<file path="src/rtl/seg_pkg.sv">
// Shared constants for the seven-segment reader: hex segment patterns (g..a, active-low)
// and the frame FSM state type.
package seg_pkg;

    localparam logic [6:0] SEG_0     = 7'b1000000;
    localparam logic [6:0] SEG_1     = 7'b1111001;
    localparam logic [6:0] SEG_2     = 7'b0100100;
    localparam logic [6:0] SEG_3     = 7'b0110000;
    localparam logic [6:0] SEG_4     = 7'b0011001;
    localparam logic [6:0] SEG_5     = 7'b0010010;
    localparam logic [6:0] SEG_6     = 7'b0000010;
    localparam logic [6:0] SEG_7     = 7'b1111000;
    localparam logic [6:0] SEG_8     = 7'b0000000;
    localparam logic [6:0] SEG_9     = 7'b0010000;
    localparam logic [6:0] SEG_A     = 7'b0001000;
    localparam logic [6:0] SEG_B     = 7'b0000011;
    localparam logic [6:0] SEG_C     = 7'b1000110;
    localparam logic [6:0] SEG_D     = 7'b0100001;
    localparam logic [6:0] SEG_E     = 7'b0000110;
    localparam logic [6:0] SEG_F     = 7'b0001110;
    localparam logic [6:0] SEG_BLANK = 7'b1111111;

    typedef enum logic {
        COLLECT = 1'b0,
        PRESENT = 1'b1
    } state_e;

endpackage

</file>
<file path="src/rtl/seg_to_nibble.sv">
// Combinational inverse of the hex segment table. SEG_READER_BLANK_EN makes the
// all-off pattern a valid blank instead of an error.
module seg_to_nibble
    import seg_pkg::*;
(
    input  logic [6:0] pattern,
    output logic [3:0] nibble,
    output logic       invalid,
    output logic       blank
);

    always_comb begin
        nibble  = 4'h0;
        invalid = 1'b0;
        blank   = 1'b0;
        case (pattern)
            SEG_0: nibble = 4'h0;
            SEG_1: nibble = 4'h1;
            SEG_2: nibble = 4'h2;
            SEG_3: nibble = 4'h3;
            SEG_4: nibble = 4'h4;
            SEG_5: nibble = 4'h5;
            SEG_6: nibble = 4'h6;
            SEG_7: nibble = 4'h7;
            SEG_8: nibble = 4'h8;
            SEG_9: nibble = 4'h9;
            SEG_A: nibble = 4'hA;
            SEG_B: nibble = 4'hB;
            SEG_C: nibble = 4'hC;
            SEG_D: nibble = 4'hD;
            SEG_E: nibble = 4'hE;
            SEG_F: nibble = 4'hF;
`ifdef SEG_READER_BLANK_EN
            SEG_BLANK: blank = 1'b1;
`endif
            default: invalid = 1'b1;
        endcase
    end

endmodule

</file>
<file path="src/rtl/seg_reader.sv">
// Captures a multiplexed seven-segment display into a frame of nibbles once each digit has
// been stable long enough. Optional blank_mask output with SEG_READER_BLANK_EN.
module seg_reader
    import seg_pkg::*;
#(
    parameter int unsigned DIGITS        = 4,
    parameter int unsigned STABLE_CYCLES = 4
) (
    input  logic                  clk,
    input  logic                  resetn,
    input  logic [6:0]            seg_in,
    input  logic [DIGITS-1:0]     dig_sel,
    input  logic                  out_ready,
    output logic [4*DIGITS-1:0]   value,
    output logic [DIGITS-1:0]     err_mask,
    output logic                  out_valid,
    output logic                  busy
`ifdef SEG_READER_BLANK_EN
    ,
    output logic [DIGITS-1:0]     blank_mask
`endif
);

    localparam logic [7:0] CNT_MAX = 8'(STABLE_CYCLES);
    localparam logic [7:0] CNT_HIT = 8'(STABLE_CYCLES - 1);

    state_e            state_q;
    logic [6:0]        seg_q, seg_prev;
    logic [DIGITS-1:0] sel_q, sel_prev;
    logic [DIGITS-1:0] capt_q;
    logic [7:0]        cnt_q;

    logic [3:0] dec_nibble;
    logic       dec_invalid;
    logic       dec_blank;

    seg_to_nibble u_dec (
        .pattern (seg_q),
        .nibble  (dec_nibble),
        .invalid (dec_invalid),
        .blank   (dec_blank)
    );

`ifndef SEG_READER_BLANK_EN
    logic unused_blank;
    assign unused_blank = dec_blank;
`endif

    logic       sel_ok;
    logic       same;
    logic [7:0] cnt_next;
    logic       capture;

    // Capture fires on the sample that brings the run of identical samples to STABLE_CYCLES.
    always_comb begin
        sel_ok   = $onehot(sel_q);
        same     = (seg_q == seg_prev) && (sel_q == sel_prev);
        cnt_next = 8'd0;
        if (same && sel_ok) begin
            cnt_next = (cnt_q == CNT_MAX) ? cnt_q : cnt_q + 8'd1;
        end
        capture = sel_ok && (cnt_next == CNT_HIT) && ((capt_q & sel_q) == '0);
    end

    assign busy = (state_q == COLLECT) && (capt_q != '0);

    always_ff @(posedge clk or negedge resetn) begin
        if (!resetn) begin
            state_q    <= COLLECT;
            seg_q      <= '0;
            seg_prev   <= '0;
            sel_q      <= '0;
            sel_prev   <= '0;
            capt_q     <= '0;
            cnt_q      <= '0;
            value      <= '0;
            err_mask   <= '0;
            out_valid  <= 1'b0;
`ifdef SEG_READER_BLANK_EN
            blank_mask <= '0;
`endif
        end else begin
            seg_q    <= seg_in;
            seg_prev <= seg_q;
            sel_q    <= dig_sel;
            sel_prev <= sel_q;
            case (state_q)
                COLLECT: begin
                    if (&capt_q) begin
                        state_q   <= PRESENT;
                        out_valid <= 1'b1;
                        cnt_q     <= '0;
                    end else begin
                        cnt_q <= cnt_next;
                        for (int i = 0; i < int'(DIGITS); i++) begin
                            if (capture && sel_q[i]) begin
                                value[4*i +: 4] <= dec_nibble;
                                err_mask[i]     <= dec_invalid;
                                capt_q[i]       <= 1'b1;
`ifdef SEG_READER_BLANK_EN
                                blank_mask[i]   <= dec_blank;
`endif
                            end
                        end
                    end
                end
                PRESENT: begin
                    cnt_q <= '0;
                    if (out_ready) begin
                        state_q   <= COLLECT;
                        out_valid <= 1'b0;
                        capt_q    <= '0;
                    end
                end
                default: state_q <= COLLECT;
            endcase
        end
    end

endmodule

</file>
<file path="config.mk">
export PLATFORM = sky130hd
export DESIGN_NAME = seg_reader
export DESIGN_NICKNAME = d
export VERILOG_FILES = /design/src/rtl/seg_pkg.sv /design/src/rtl/seg_to_nibble.sv /design/src/rtl/seg_reader.sv
export SDC_FILE = /design/constraint.sdc
export NUM_CORES = 1
export LEC_CHECK = 0
export CORE_ASPECT_RATIO = 1.2
export CORE_MARGIN = 8
export CORE_UTILIZATION = 49
export DETAILED_ROUTE_END_ITERATION = 7
export HOLD_SLACK_MARGIN = 0.03
export PLACE_DENSITY = 0.8
export SETUP_SLACK_MARGIN = 0.15
export SLEW_MARGIN = 20
export SYNTH_ARGS = -nofsm -noshare
export SYNTH_HDL_FRONTEND = slang
export SYNTH_HIERARCHICAL = 1
export SYNTH_SLANG_ARGS = --single-unit
</file>
<file path="constraint.sdc">
create_clock -name clk -period 2.6 [get_ports clk]
set_input_delay 0.52 -clock clk [delete_from_list [all_inputs] [get_ports clk]]
set_output_delay 0.52 -clock clk [all_outputs]
set_load 0.01 [all_outputs]
</file>
**After elaboration in Yosys (flattened, before gate mapping)**

Index checks and enable logic that the tools add are counted.

- Add/subtract/negate cells: 4
- Equality and inequality tests: 27
- Bitwise logic cells: 3
- Reduce and logical (&&, ||, !) cells: 23
- Multiplexer cells: 19

Operators with widths:

| operator | count |
|---|---|
| case mux 4 bit (15 select lines) | 1 |
| == test 7 bit, second input constant | 4 |
| 2-to-1 mux 8 bit | 3 |
| AND reduction 3 bit | 8 |
| == test 7 x 5 -> 1 bit, second input constant | 3 |
| == test 7 x 6 -> 1 bit, second input constant | 3 |
| case mux 8 bit (2 select lines) | 1 |
| OR reduction 16 bit | 1 |
| == test 7 x 2 -> 1 bit, second input constant | 2 |
| == test 7 x 4 -> 1 bit, second input constant | 2 |
| != test 2 x 1 -> 1 bit, second input constant | 5 |
| logical AND 1 bit | 9 |
| 2-to-1 mux 1 bit | 9 |
| adder 8 x 1 -> 8 bit, second input constant | 1 |
| == test 8 x 2 -> 1 bit, second input constant | 1 |
| == test 8 x 3 -> 1 bit, second input constant | 1 |
| 2-to-1 mux 4 bit | 2 |
| case mux 4 bit (2 select lines) | 1 |
| == test 7 x 3 -> 1 bit, second input constant | 1 |
| == test 7 bit | 1 |
| logical NOT 7 bit | 1 |
| adder 1 x 1 -> 2 bit | 2 |
| AND 4 bit | 1 |
| == test 4 bit | 1 |
| other kinds (9) | 12 |

- Register bits after elaboration: 56
- Word-level logic and storage cells: 95
- Bits of input ports: 14

**Logic depth before layout (Yosys ltp)**

Gate-level depths: netlist of the first run.

- Depth in word-level cells: 12
- Gate-level depth with buffers: 10
- Depth with buffers taken out: 10

**Modules after synthesis**

The synthesis of the first run kept the hierarchy.

Modules (own cells, without submodules):

| module | instances | cells each | area each (µm²) |
|---|---|---|---|
| seg_reader | 1 | 169 | 2227.1 |
| seg_to_nibble | 1 | 65 | 392.9 |

**Least setup slack after synthesis of the first run**

No wires, ideal clock.

- Path type: reg-to-reg
- From: register sel_q[0]
- To: register err_mask[2]
- Setup time: 0.125 ns
- Data arrival time: 2.609 ns
- Cell stages (with the launch flop): 11
- Path slack: -0.134 ns
- Path buffers: 0
- Cells stage by stage: dfrtp_1 inv_1 fa_1 inv_1 ha_1 ha_1 nor3b_1 and4_1 and4_1 nand4_1 mux2_2

- Cells in the longest elaborated chain, start to end: 10

Ends and longest elaborated chain:

| element | RTL line | text |
|---|---|---|
| start: declaration | seg_reader.sv:29 | `logic [DIGITS-1:0] sel_q, sel_prev;` |
| start signal: assignment | seg_reader.sv:85 | `sel_q <= dig_sel;` |
| adder 1 x 1 -> 2 bit (implied by the code) | seg_reader.sv:56 | `sel_ok = $onehot(sel_q);` |
| adder 2 x 2 -> 3 bit (implied by the code) | seg_reader.sv:56 |  |
| == test 3 x 1 -> 1 bit | seg_reader.sv:56 |  |
| logical AND 1 bit | seg_reader.sv:59 | `if (same && sel_ok) begin` |
| 2-to-1 mux 8 bit | seg_reader.sv:59 |  |
| == test 8 x 2 -> 1 bit | seg_reader.sv:62 | `capture = sel_ok && (cnt_next == CNT_HIT) && ((capt_q & sel_q) == '0);` |
| logical AND 1 bit | seg_reader.sv:62 |  |
| logical AND 1 bit (*) | seg_reader.sv:62 |  |
| logical AND 1 bit (*) | seg_reader.sv:96 | `if (capture && sel_q[i]) begin` |
| AND reduction 3 bit (no source line) (*) | -- |  |
| end signal: indexed assignment | seg_reader.sv:98 | `err_mask[i] <= dec_invalid;` |
| end: declaration | seg_reader.sv:15 | `output logic [DIGITS-1:0] err_mask,` |

Mark *: on every way between the ends. The rest lies on a longest branch, timed or not.
A chain may end at the register's enable or synchronous reset.

**Worst setup path after layout of the first run**

- From: register sel_q[3]
- To: register value[2]

- Cells in the longest elaborated chain, start to end: 10

Ends and longest elaborated chain:

| element | RTL line | text |
|---|---|---|
| adder 1 x 1 -> 2 bit (implied by the code) | seg_reader.sv:56 |  |
| adder 2 x 2 -> 3 bit (implied by the code) | seg_reader.sv:56 |  |
| == test 3 x 1 -> 1 bit | seg_reader.sv:56 |  |
| logical AND 1 bit | seg_reader.sv:59 |  |
| 2-to-1 mux 8 bit | seg_reader.sv:59 |  |
| == test 8 x 2 -> 1 bit | seg_reader.sv:62 |  |
| logical AND 1 bit | seg_reader.sv:62 |  |
| logical AND 1 bit (*) | seg_reader.sv:62 |  |
| logical AND 1 bit (*) | seg_reader.sv:96 |  |
| AND reduction 3 bit (no source line) (*) | -- |  |
| end signal: indexed assignment | seg_reader.sv:97 | `value[4*i +: 4] <= dec_nibble;` |
| end: declaration | seg_reader.sv:14 | `output logic [4*DIGITS-1:0] value,` |

Marked as above.

==> summary.md, run 1 <==
| Metric | Value |
|---|---|
| Reg clk slew, reported paths | `0.11 ns` |
| Cell Area, Synth | `around 2600 µm²` |
| Layout cell share with drive strength beyond 1 | `19.9%` |
| Die Y | `95.9 µm` |
| Worst Hold Class | `in -> async` |
| Synth Instances | `approximately 230` |
| DR vias/cell | `between 5 and 6` |
| Initial Util | `around half` |
| Highest clock rate | `372 MHz` |
| Crit path kind | `reg -> reg` |
| Maximum fanout along the worst path | `6` |
| CTS sink cnt | `56` |
| Pin count of the biggest net entering global routing | `27` |
| H-tree lvl count | `2` |
| Crit start category | `flip-flop` |
| Reg2reg setup slack | `-0.09 ns` |
| Mean post-synth cell area | `11.2 µm²` |
| Chip width | `82.6 µm` |
| DR DRC count | `0` |
| Status | `finished, violations left` |
| Pre-antenna DRT Iters | `4` |
| Initial antenna violation count | `0` |
| CTS tree | `yes` |
| HPWL Detailed | `around 4200 µm` |
| Max-cap violations | `0` |
| Port Buffers | `35` |
| Fin. Hold Viols | `0` |
| Number of synthesis warnings | `6` |
| Syn_nets | `around 250` |
| Fin Clk Skew | `0.0122 ns` |
| Final Cycle Share | `103%` |
| Critical path endpoint category | `flip-flop` |
| Vias in the first global route | `2011` |
| Num CTS Buffers | `5` |
| Number of diodes | `0` |
| Later-pin clock latency in the skew report | `0.31 ns` |
| DP Cell Count | `~330` |
| Final std cells w/o fill | `344` |
| Core outline area | `5230 µm²` |
| Final setup viols | `20` |
| WL final | `5740 µm` |
| Worst r2r path cells | `11` |
| Post-route ant nets | `0` |
| RD Place Congestion | `slightly below 0.9` |
| GRT overflow | `0` |
| Layout net count | `300` |
| Least-Margin Pin Slew | `roughly 0.57 ns` |
| Design area | `3280 µm²` |
| Max clock buf depth | `2` |
| Top Ports | `36` |
| Placement row count | `29` |
| Wire per inst | `16.7 µm` |
| First-pass GRT wire length | `9600 µm` |
| Clk root buf | `clkbuf_8` |
| Area Growth Syn to Fin | `25.6%` |
| Die Area | `7920 µm²` |
| Worst Path Arrival | `approximately 2.9 ns` |
| Area after DPL | `a little over 3000 µm²` |
| Failing checks | `negative setup slack` |
| Fin crit period | `between 2 and 3 ns` |
| Worst EP required | `~2.8 ns` |
| Pwr dens | `483 nW/µm²` |
| Slew Limit Fails | `0` |
| Filler cell count | `425` |
| Hold_buf cts | `0` |
| Drt first-iter violations | `90` |
| Via count | `~1.9k` |
| RSZ-0062 raised after global routing | `true` |
| Max_slew headroom | `62.0%` |
| Lkg Pwr | `0.00146 µW` |
| Slack of the critical path | `-0.0905 ns` |
| Worst vdd ir | `433 µV` |
| GRT Util Overall | `15.6%` |
==> worst paths after layout <==
kind,to,startpoint
worst max register to register,value[2]$_DFFE_PN0P_,sel_q[3]$_DFF_PN0_
worst max-delay path,value[2]$_DFFE_PN0P_,sel_q[3]$_DFF_PN0_
worst min-delay path,state_q$_DFF_PN0_,resetn
worst min register to register,err_mask[0]$_DFFE_PN0P_,err_mask[0]$_DFFE_PN0P_
max in group asynchronous,seg_q[4]$_DFF_PN0_,resetn
min in group clk,err_mask[0]$_DFFE_PN0P_,err_mask[0]$_DFFE_PN0P_
==> placed cells by master, fill, tap and decap left out, types with 2 or more instances in the layout <==
master,count
and3_1,2
a211o_1,3
nand2_2,4
or3_1,3
and4_1,2
buf_6,4
ha_1,2
o21ai_0,5
clkdlybuf4s50_1,34
mux2_2,19
nor4b_1,2
mux2i_1,3
inv_2,2
inv_1,8
nand3_1,7
nand4_1,7
clkbuf_8,5
dfrtp_1,56
nor4_1,4
nor2_1,20
nor3_1,4
ha_4,2
inv_6,2
nor3b_1,3
nor2b_1,3
xor2_1,12
nand2_1,14
xnor2_1,7
buf_4,10
a31oi_1,2
a21oi_1,3
==> area by class of cell <==
type / instances / area [µm²] / share of cell area (%)
repair buffers: 49 / 465 / 14.2
clock inverters: 3 / 25.0 / 0.764
multi-input cells: 159 / 1200 / 36.6
well taps: 62 / 77.6 / 2.37
inverters: 10 / 37.5 / 1.15
clock buffers: 5 / 68.8 / 2.10
flip-flops and latches: 56 / 1400 / 42.8
==> through the flow <==
| step | worst slack, ns | setup TNS, ns | util [%] | power, µW | hold WS [ns] |
|---|---|---|---|---|---|
| floorplan | -0.0837 | -0.908 | - | 1020 | 0.224 |
| global placement | -0.0471 | -0.622 | 59.6 | 1080 | 0.489 |
| detailed placement | -0.110 | -1.86 | 59.6 | 1090 | 0.494 |
| CTS | -0.0917 | -1.32 | 61.9 | 1580 | 0.200 |
| global route | -0.195 | -3.44 | 62.7 | 1650 | 0.221 |
| finish | -0.0905 | -1.43 | 62.7 | 1580 | 0.188 |
==> sequential cells by signal, indices dropped and copies added (netlist names) <==
signal,flops
capt_q,4
seg_q,7
out_valid,1
err_mask,4
state_q,1
cnt_q,8
sel_prev,4
seg_prev,7
sel_q,4
value,16
==> critical path, stage by stage, from the launching register on <==
cell	delay (ns)
dfrtp_1	0.37
inv_2	0.04
fa_1	0.55
inv_2	0.05
ha_4	0.15
ha_4	0.24
nor3b_4	0.18
and4_1	0.21
and4_4	0.25
nand4_1	0.10
buf_6	0.17
mux2_2	0.27
==> power by group <==
| group | internal (µW) | switching [µW] |
|---|---|---|
| registers | 896 | 37.4 |
| logic | 79.8 | 75.8 |
| clock network | 197 | 295 |
==> routing by layer <==
layer / vias to the layer above / global-route usage, % / share of wire (%)
li1: 925 / - / -
met1: 978 / 18.0 / 40
met2: 33 / 27.0 / 55
met3: 10 / 3.46 / 2.8
met4: 0 / 6.77 / 2.2
met5: - / 0 / 0
==> timing repair <==
action,4_1_cts,5_1_grt
buffers inserted,1,1
gates resized for setup,7,9
hold endpoints to repair,0,0
endpoints found under the setup margin,23,29
pin swaps,1,1
Power figures use the tool's default switching activity.
==> run 2, diff against run 1 <==
GPL_ROUTABILITY_DRIVEN = 0   (was not set)
==> results of run 2 <==
No change in the layout: final DEF, timing and power equal those of run 1.
==> run 3, diff against run 2 <==
CORE_ASPECT_RATIO = 1.4   (was 1.2)
REMOVE_ABC_BUFFERS = 1   (was not set)
==> run 3 against run 2 <==
Effect of this change:
- the run still ends with negative setup slack left
- combinational power fell by 6%
- sequential cell count did not move
- global-route usage fell by 1.1 points
- critical path type unchanged
- die area rose by 0.29%
- hold slack got worse by 0.026 ns
- critical path depth did not move
- design area fell by 0.50%
- final cell count rose by 0.58%
- largest cell class unchanged
- setup slack improved by 0.025 ns
- clock power barely moved
- sequential power barely moved
- first-iteration DRC count fell by 31%
==> summary.md, run 3 (synthesized netlist as in run 1, its figures left out) <==
| Metric | Value |
|---|---|
| Chip width | `77.7 µm (-6.0%)` |
| Top layer in use | `met4` |
| Final setup viols | `20 (unchanged)` |
| Number of diodes | `0 (unchanged)` |
| Drt first-iter violations | `62 (-31%)` |
| Failing checks | `negative setup slack` |
| Combinational share of power | `9.3% (-0.5 points)` |
| Post-route ant nets | `0 (unchanged)` |
| Setup crit start | `sel_q[1]$_DFF_PN0_` |
| WL met3 | `226 µm (+40%)` |
| P_int | `1190 µW (+1.1%)` |
| Pin count of the biggest net entering global routing | `24 (-11%)` |
| H-tree lvl count | `2 (unchanged)` |
| Top Ports | `36 (unchanged)` |
| Placement row count | `31 (+6.9%)` |
| Met2 Routed Length | `2950 µm (-6.0%)` |
| WL final | `5540 µm (-3.4%)` |
| Pwr dens | `481 nW/µm² (-0.39%)` |
| Met1 wire length | `2260 µm (-2.3%)` |
| Clock share of power | `31.4% (+0.3 points)` |
| Post-route setup TNS | `-0.424 ns (+1.01 ns)` |
| Max-cap violations | `0 (unchanged)` |
| Worst reg2reg endpoint | `value[10]$_DFFE_PN0P_` |
| Die Area | `7950 µm² (+0.29%)` |
| Clk root buf | `clkbuf_8` |
| Max clock buf depth | `2 (unchanged)` |
| Most common cell after layout, fill and taps aside | `dfrtp_1` |
| Critical path endpoint category | `flip-flop` |
| Design area | `3260 µm² (-0.50%)` |
| Highest clock rate | `375 MHz (+0.96%)` |
| Vias in the first global route | `2077 (+3.3%)` |
| Die Y | `102 µm (+6.7%)` |
| Crit start category | `flip-flop` |
| DR DRC count | `0 (unchanged)` |
| Hold_buf cts | `0 (unchanged)` |
| CTS tree | `yes` |
| Slew Limit Fails | `0 (unchanged)` |
| Most frequent cells in the layout | `dfrtp_1, clkdlybuf4s50_1, mux2_2, nand2_1, nor2_1` |
| Initial Util | `50.6% (+0.64 points)` |
| GRT overflow | `0 (unchanged)` |
| Fin Clk Skew | `0.00895 ns (-0.00327 ns)` |
| Biggest regs | `value (16), cnt_q (8)` |
| Worst EP required | `2.80 ns (about the same)` |
| Crit path kind | `reg -> reg` |
| Wire per inst | `16.0 µm (-4.0%)` |
| Worst Hold Class | `in -> async` |
| Worst r2r path cells | `11 (unchanged)` |
| RSZ-0062 raised after global routing | `true` |
| Fin crit period | `2.67 ns (-0.0255 ns)` |
| Core outline area | `5160 µm² (-1.3%)` |
| Later-pin clock latency in the skew report | `0.30 ns (about the same)` |
| Final Cycle Share | `103% (-0.98 points)` |
| Via count | `1952 (+0.31%)` |
| CP endpoint | `value[10]$_DFFE_PN0P_` |
| Fin. Hold Viols | `0 (unchanged)` |
| Largest register by flop count | `value` |
| Layout cell share with drive strength beyond 1 | `20.4% (+0.50 points)` |
| Area Growth Syn to Fin | `24.9%` |
| Max_slew headroom | `63.7% (+1.7 points)` |
| Pre-antenna DRT Iters | `4 (unchanged)` |
| Sequential share of power | `59.3% (+0.3 points)` |
| Least-Margin Pin Slew | `0.545 ns (-0.0253 ns)` |
| Layout net count | `298 (-0.67%)` |
| Num CTS Buffers | `5 (unchanged)` |
| Switching Fraction | `24.3% (-1.5 points)` |
| Slack of the critical path | `-0.0650 ns (+0.0255 ns)` |
| First-pass GRT wire length | `9320 µm (-2.9%)` |
| RR Startpoint | `sel_q[1]$_DFF_PN0_` |
| Maximum fanout along the worst path | `6 (unchanged)` |
| GRT Util Overall | `14.5% (-1.1 points)` |
| Initial antenna violation count | `0 (unchanged)` |
| Worst Path Arrival | `2.86 ns (-0.03 ns)` |
| Net Switching | `381 µW (-6.7%)` |
| Max FFs per register | `16 (unchanged)` |
| Port Buffers | `35 (unchanged)` |
| Reg2reg setup slack | `-0.07 ns (+0.03 ns)` |
| Status | `finished, violations left` |
| Worst vdd ir | `416 µV (-4.1%)` |
| Reg clk slew, reported paths | `0.10 ns (about the same)` |
| Lkg Pwr | `0.00146 µW (-0.38%)` |
| Area after DPL | `3090 µm² (-0.60%)` |
| DR vias/cell | `5.64 (-0.27%)` |
| CTS sink cnt | `56 (unchanged)` |
| HPWL Detailed | `4030 µm (-4.7%)` |
[run 3: cell types whose count changed in the layout (fill, tap and decap cells not counted), sizes merged]
cell      previous run  this run
buf                 15        13
clkbuf               5         6
clkinv               0         1
clkinvlp             1         0
inv                 12        11
[run 3: worst min path at each step]
stage                            start                       to  slack [ns]  cells after the start
finish                          resetn     value[6]$_DFFE_PN0P_        0.16                      1
global route                    resetn     value[6]$_DFFE_PN0P_        0.20                      1
CTS                             resetn  err_mask[0]$_DFFE_PN0P_        0.17                      1
detailed placement  seg_q[0]$_DFF_PN0_    seg_prev[0]$_DFF_PN0_        0.44                      0
global placement    seg_q[0]$_DFF_PN0_    seg_prev[0]$_DFF_PN0_        0.44                      0
floorplan                       resetn    capt_q[0]$_DFFE_PN0P_        0.22                      0
[run 3: worst max-delay path, cell delays in order, from the launching register on]
cell and delay (ns):
dfrtp_1 0.37, inv_2 0.05, fa_1 0.53, inv_1 0.04, ha_2 0.18, ha_4 0.23
nor3b_2 0.16, and4_1 0.19, and4_4 0.24, nand4_1 0.12, buf_6 0.16, mux2_4 0.29
[run 3: power by group through the flow]
stage	Sequential (µW)	Clock, µW	Combinational [µW]
final	930	491	146
after global routing	936	530	164
after CTS	929	508	144
after detailed placement	947	0	137
after global placement	946	0	134
after floorplan	943	0	64.0
[run 3: area by class of cell]
class	count	area [µm²]
Multi-Input combinational cell	159	1190
Clock buffer	6	82.6
Clock inverter	2	13.8
Sequential cell	56	1400
Timing Repair Buffer	47	450
Tap cell	66	82.6
Inverter	10	37.5
Fill cell	417	1900
[run 3: repair_timing]
action	in CTS	in global routing
gates resized for setup	10	11
pin swaps	7	5
setup endpoints to repair	29	29
cloned	0	0
hold endpoints to repair	0	0
setup buffers	0	0
[run 3: metrics by stage]
stage	setup WS (ns)	util, %	instances	total power (µW)	hold WS, ns
after global placement	-0.177	60.0	338	1080	0.440
after floorplan	-0.134	-	225	1010	0.224
after detailed placement	-0.211	60.0	338	1080	0.444
final	-0.0650	63.2	346	1570	0.161
after CTS	-0.0741	62.6	346	1580	0.165
after global routing	-0.201	63.2	346	1630	0.196
[run 3: per-layer routing]
| metal | track usage [%] | up-vias |
|---|---|---|
| li1 | - | 923 |
| met1 | 15.6 | 974 |
| met2 | 26.6 | 45 |
| met3 | 3.35 | 10 |
| met4 | 5.98 | 0 |
| met5 | 0 | - |
